$ cat src/rtl/nonce_scanner.sv
// Nonce range sequencer for the double-SHA256 miner: issues nonces, expands the compact
// target and compares each returned digest against it, stopping on hit, exhaustion or abort.
module nonce_scanner (
  input  logic         clk,
  input  logic         reset,
  input  logic         cmd_start,
  input  logic         cmd_abort,
  input  logic [31:0]  bits,
  input  logic [31:0]  nonce_first,
  input  logic [31:0]  nonce_last,
  output logic         miner_start,
  output logic [31:0]  miner_nonce,
  input  logic         miner_done,
  input  logic [255:0] miner_hash,
  output logic         busy,
  output logic         done,
  output logic         found,
  output logic         exhausted,
  output logic [31:0]  found_nonce,
  output logic [255:0] found_hash,
  output logic [31:0]  hashes_done
);

  typedef enum logic [2:0] {StIdle, StLoad, StIssue, StHash, StCheck, StDrain} state_e;

  state_e         state;
  logic [31:0]    cur;
  logic [31:0]    last_nonce;
  logic [255:0]   target;
  logic [255:0]   target_exp;
  logic [255:0]   hash_le;
  logic           hit;

  logic [7:0]     exp_e;
  logic [23:0]    mant;
  logic [7:0]     rsh;
  logic [7:0]     lsh;
  logic [279:0]   wide;

  // Compact-bits expansion; the 24 guard bits above 255 detect mantissa overflow.
  always_comb begin
    exp_e      = bits[31:24];
    mant       = bits[23:0];
    rsh        = '0;
    lsh        = '0;
    wide       = '0;
    target_exp = '0;
    if (mant[23] || mant == 24'd0) begin
      target_exp = '0;
    end else if (exp_e <= 8'd3) begin
      rsh        = (8'd3 - exp_e) << 3;
      target_exp = {232'd0, mant >> rsh};
    end else if (exp_e > 8'd34) begin
      target_exp = '1;
    end else begin
      lsh  = (exp_e - 8'd3) << 3;
      wide = {256'd0, mant} << lsh;
      if (wide[279:256] != 24'd0) target_exp = '1;
      else                        target_exp = wide[255:0];
    end
  end

  // Digest bytes arrive big-endian; the last byte is the most significant for the target test.
  always_comb begin
    hash_le = '0;
    for (int i = 0; i < 32; i++) begin
      hash_le[8*i +: 8] = miner_hash[8*(31-i) +: 8];
    end
  end

  assign hit  = (hash_le <= target);
  assign busy = (state != StIdle);

  always_ff @(posedge clk) begin
    if (!reset) begin
      state       <= StIdle;
      cur         <= '0;
      last_nonce  <= '0;
      target      <= '0;
      miner_start <= 1'b0;
      miner_nonce <= '0;
      done        <= 1'b0;
      found       <= 1'b0;
      exhausted   <= 1'b0;
      found_nonce <= '0;
      found_hash  <= '0;
      hashes_done <= '0;
    end else begin
      done      <= 1'b0;
      found     <= 1'b0;
      exhausted <= 1'b0;
      if (cmd_abort && state != StIdle) begin
        state       <= StIdle;
        miner_start <= 1'b0;
        done        <= 1'b1;
      end else begin
        unique case (state)
          StIdle: begin
            if (cmd_start) state <= StLoad;
          end
          StLoad: begin
            cur         <= nonce_first;
            last_nonce  <= nonce_last;
            target      <= target_exp;
            hashes_done <= '0;
            found_nonce <= '0;
            found_hash  <= '0;
            miner_nonce <= nonce_first;
            miner_start <= 1'b1;
            state       <= StIssue;
          end
          StIssue: begin
            state <= StHash;
          end
          StHash: begin
            if (miner_done) state <= StCheck;
          end
          StCheck: begin
            hashes_done <= hashes_done + 32'd1;
            miner_start <= 1'b0;
            if (hit) begin
              found_nonce <= cur;
              found_hash  <= miner_hash;
              done        <= 1'b1;
              found       <= 1'b1;
              state       <= StIdle;
            end else if (cur == last_nonce) begin
              done      <= 1'b1;
              exhausted <= 1'b1;
              state     <= StIdle;
            end else begin
              cur   <= cur + 32'd1;
              state <= StDrain;
            end
          end
          StDrain: begin
            // Miner must see start low and drop done before the next nonce goes out.
            if (!miner_done) begin
              miner_nonce <= cur;
              miner_start <= 1'b1;
              state       <= StIssue;
            end
          end
          default: state <= StIdle;
        endcase
      end
    end
  end

endmodule

$ cat config.mk
export PLATFORM = sky130hd
export DESIGN_NAME = nonce_scanner
export DESIGN_NICKNAME = d
export VERILOG_FILES = /design/src/rtl/nonce_scanner.sv
export SDC_FILE = /design/constraint.sdc
export NUM_CORES = 2
export LEC_CHECK = 0
export BUFFER_PORTS_ARGS = -buffer_cell sky130_fd_sc_hd__buf_2
export CORE_AREA = 2 2 279 281
export DETAILED_ROUTE_END_ITERATION = 6
export DIE_AREA = 0 0 281 283
export GPL_ROUTABILITY_DRIVEN = 0
export HOLD_SLACK_MARGIN = 0.15
export PLACE_DENSITY_LB_ADDON = 0.08
export SYNTH_ARGS = -nofsm -noshare
export SYNTH_HDL_FRONTEND = slang
export SYNTH_SLANG_ARGS = --single-unit
$ cat constraint.sdc
create_clock -name clk -period 4.61 [get_ports clk]
set_clock_uncertainty 0.1 [all_clocks]
set_input_delay 0.2305 -clock clk [delete_from_list [all_inputs] [get_ports clk]]
set_output_delay 0.2305 -clock clk [all_outputs]
set_load 0.01 [all_outputs]
==> results list <==
- The first global-routing pass estimated 197000 um of wire.
- Yosys top cell area share: 41.3%
- Total routed wirelength: 134000 um
* Worst-Skew Late Latency: 0.64 ns
- The number of nets in the synthesized netlist is 4397.
* Number of max-slew violations in the final report: 0
* Antenna violation net count after detailed routing: 0
- TritonCTS created 78 clock buffers.
- Relative to the synthesized area, the layout overhead comes to 32.1%.
- Worst-case vdd ir drop: 274 uV
* Starting density of the core: 42.9%
- Setup Crit Path Kind: reg -> reg
- Dividing the detail-routed wire length by the instance count gives 22.9 um.
- Share of post-route cells with drive strength above 1: 20.1%
- In this run the vertical extent of the chip is 283 um.
- The number of buffers and inverters on the critical path is 2.
- Arrival time at the worst endpoint: 4.89 ns
* Max Cap Viol: 0
* Number of enable flip-flop cells after synthesis: 0
- Leakage: 18.4 nW
* Via Count: 33228
- Critical path cell sequence: inv_1, ha_1, nand4_1, nor4_2, nand4_1, nor2_1, nand4_1, or4_1, a21boi_4, a21o_4, buf_12, a32o_1
- sky130_fd_sc_hd__dfxtp_1 takes more of the synthesized area than any other cell.
- Max clock buf depth: 3
- For this run, the slowest stage of the critical path takes 0.66 ns.
* Area of the mapped netlist: 32900 um^2
* Result of the run: completed
* Die footprint: 79500 um^2
- Via count of the first global-routing pass: 31626
* Startpoint type of the worst setup path: flip-flop
- Static timing analysis puts the maximum clock frequency at 224 MHz.
- The final critical path takes up 96.9% of the cycle.
- Cell area power density: 335 nW/um^2
- The clock period could shrink to 4.47 ns.
* Site row count: 102
- The most used flip-flop cell after synthesis is sky130_fd_sc_hd__dfxtp_1.
* Count of unique library cells instantiated by Yosys: 67
- At the pin with the least slew margin, the transition time is 1.13 ns.
* Proportion of register bits with asynchronous set or reset after synthesis: 0%
- Across every metal layer, demand over resource in global routing totals 32.2%.
- In this run the mean area of a mapped cell was 8.70 um^2.
- The initial antenna violation count is 7.
- In this run the count of I/O pins placed on the die edge is 714.
* Number of hold violations in the final report: 0
- Setup repair after global routing left no endpoint under its margin.
- Entering global routing, the biggest net connects 167 pins.
- Port buffering added 713 buffers.
* Clock root buffer master: sky130_fd_sc_hd__clkbuf_16
* Cell family with most CP delay: simple AND/OR/NAND/NOR gates
- Endpoint type of the worst setup path: flip-flop
- Detailed-route DRC error count: 0
- Most common library cell in the layout ignoring fill and taps: sky130_fd_sc_hd__buf_2
- Synthesis inferred 679 register bits.
- H-Tree Depth: 3
* Clock input transition at the sequential cells of the worst setup and hold paths: 0.06 ns
- Area of the core: 76700 um^2
- In this run the tightest slew margin relative to its limit is 24.7%.
- Total chip power: 14.6 mW
- Among all stages on the critical path, the largest delay is contributed by sky130_fd_sc_hd__or4_1.
* Final setup violation count: 0
- TritonCTS built the clock tree.
- STA puts the critical path data required time at 5.03 ns.
* DR vias/cell: 5.69
* Most used cells in the layout excluding fill and tap cells: sky130_fd_sc_hd__buf_2 (712), sky130_fd_sc_hd__dfxtp_1 (679), sky130_fd_sc_hd__o21ai_0 (467), sky130_fd_sc_hd__dlygate4sd3_1 (345), sky130_fd_sc_hd__a32o_1 (289)
- Worst min-delay path class: in -> reg
- The total overflow left after global routing is 0.
* Final core utilization: 56.6%
- The most numerous cell type found on the critical path is sky130_fd_sc_hd__nand4_1.
* Postcts setup bufs: 0
- Sink Count: 679
* Number of nets in the finished design: 5350
* CP max FO: 114
* Synthesized netlist cell count: 3780
- Hpwl dp: 94800 um
- YS warnings: 0
- Before antenna repair, the detailed router went through 6 iterations.
- The die is 281 um wide.
* Share of the yosys chip area belonging to registers: 41.3%
* Number of DRC violations after detailed-routing iteration 0: 3222
- Dominant cells by area after synthesis: sky130_fd_sc_hd__dfxtp_1 (41%), sky130_fd_sc_hd__ha_1 (9.9%), sky130_fd_sc_hd__a32o_1 (8.8%), sky130_fd_sc_hd__o21ai_0 (7.2%), sky130_fd_sc_hd__a21oi_1 (3.9%)
-- cell usage after synthesis, types with 23 or more instances --
master	instances
sky130_fd_sc_hd__nand3_1	74
sky130_fd_sc_hd__a211oi_1	44
sky130_fd_sc_hd__nand2_1	264
sky130_fd_sc_hd__clkbuf_1	212
sky130_fd_sc_hd__mux2i_1	40
sky130_fd_sc_hd__nor4_1	30
sky130_fd_sc_hd__ha_1	260
sky130_fd_sc_hd__o21ai_0	471
sky130_fd_sc_hd__dfxtp_1	679
sky130_fd_sc_hd__a21o_1	37
sky130_fd_sc_hd__or3_1	23
sky130_fd_sc_hd__buf_2	39
sky130_fd_sc_hd__a21oi_1	256
sky130_fd_sc_hd__nor2_1	287
sky130_fd_sc_hd__nor3_1	28
sky130_fd_sc_hd__nand4_1	70
sky130_fd_sc_hd__buf_6	26
sky130_fd_sc_hd__xor2_1	56
sky130_fd_sc_hd__a32o_1	289
sky130_fd_sc_hd__inv_1	274
sky130_fd_sc_hd__o22ai_1	102
-- where the power goes --
group / leakage, nW / internal [mW] / switching (mW)
Combinational: 11.6 / 0.875 / 1.46
Sequential: 5.49 / 6.04 / 0.121
Clock: 1.22 / 3.52 / 2.55
-- timing repair --
action,CTS,global route
resized for setup,1,2
hold buffers,345,0
setup endpoints to repair,78,169
endpoints found under the hold margin,393,0
-- flip-flops by register name, summed over array words and instances (netlist names), 3 cells and up --
name	cells
found_hash	256
target	256
hashes_done	32
cur	32
miner_nonce	32
state	3
found_nonce	32
last_nonce	32
-- layer usage --
metal	GRT usage, %	routed length [um]
met1	41.8	56200
met2	53.1	62800
met3	5.24	8960
met4	13.2	5660
met5	0	42
-- worst reg2reg max path, stage by stage, from the launching register on --
cell and delay (ns):
sky130_fd_sc_hd__dfxtp_1 0.30, sky130_fd_sc_hd__inv_1 0.05, sky130_fd_sc_hd__ha_1 0.31, sky130_fd_sc_hd__nand4_1 0.21
sky130_fd_sc_hd__nor4_2 0.50, sky130_fd_sc_hd__nand4_1 0.30, sky130_fd_sc_hd__nor2_1 0.33, sky130_fd_sc_hd__nand4_1 0.33
sky130_fd_sc_hd__or4_1 0.67, sky130_fd_sc_hd__a21boi_4 0.21, sky130_fd_sc_hd__a21o_4 0.29, sky130_fd_sc_hd__buf_12 0.20
sky130_fd_sc_hd__a32o_1 0.59
-- cells by family (layout without fill, tap and decap cells) --
kind of cell / count (synthesis) / count (layout) / share of synthesized area (%)
buffers and inverters: 561 / 1571 / 7.17
multiplexers: 55 / 55 / 1.73
XOR/XNOR: 66 / 66 / 1.76
AND/OR/NAND/NOR: 860 / 860 / 12.0
adder cells (fa/ha/maj): 260 / 260 / 9.89
flip-flops: 679 / 679 / 41.3
AO/OA/AOI/OAI: 1299 / 1299 / 26.1
other: 0 / 6 / 0
-- worst paths after layout --
check,slack [ns],start,to,depth (start not counted)
max,0.14,target[234],found_hash[72],12
min,0.19,bits[5],target[13],6
max reg2reg,0.14,target[234],found_hash[72],12
min reg2reg,0.36,target[249],target[249],2
-- layout make-up --
| class | count | area (um^2) |
|---|---|---|
| Sequential cell | 679 | 13600 |
| Inverter | 275 | 1030 |
| Timing Repair Buffer | 1159 | 7990 |
| Clock buffer | 117 | 2280 |
| Clock inverter | 20 | 183 |
| Fill cell | 7037 | 33300 |
| Tap cell | 1040 | 1300 |
| Multi-Input combinational cell | 2540 | 17000 |
| Antenna cell | 6 | 15.0 |
-- metrics by stage --
step	setup slack (ns)	instance area (um^2)	TNS, ns	hold slack, ns	std cells
after floorplan	1.44	32900	0	0.256	3780
after global placement	0.0779	37500	0	0.353	5348
after detailed placement	-0.00464	37500	-0.00464	0.359	5348
after CTS	0.0918	43400	0	0.169	5830
after global routing	0.0900	43400	0	0.250	5833
final	0.144	43400	0	0.192	5836
Power figures use the tool's default switching activity.
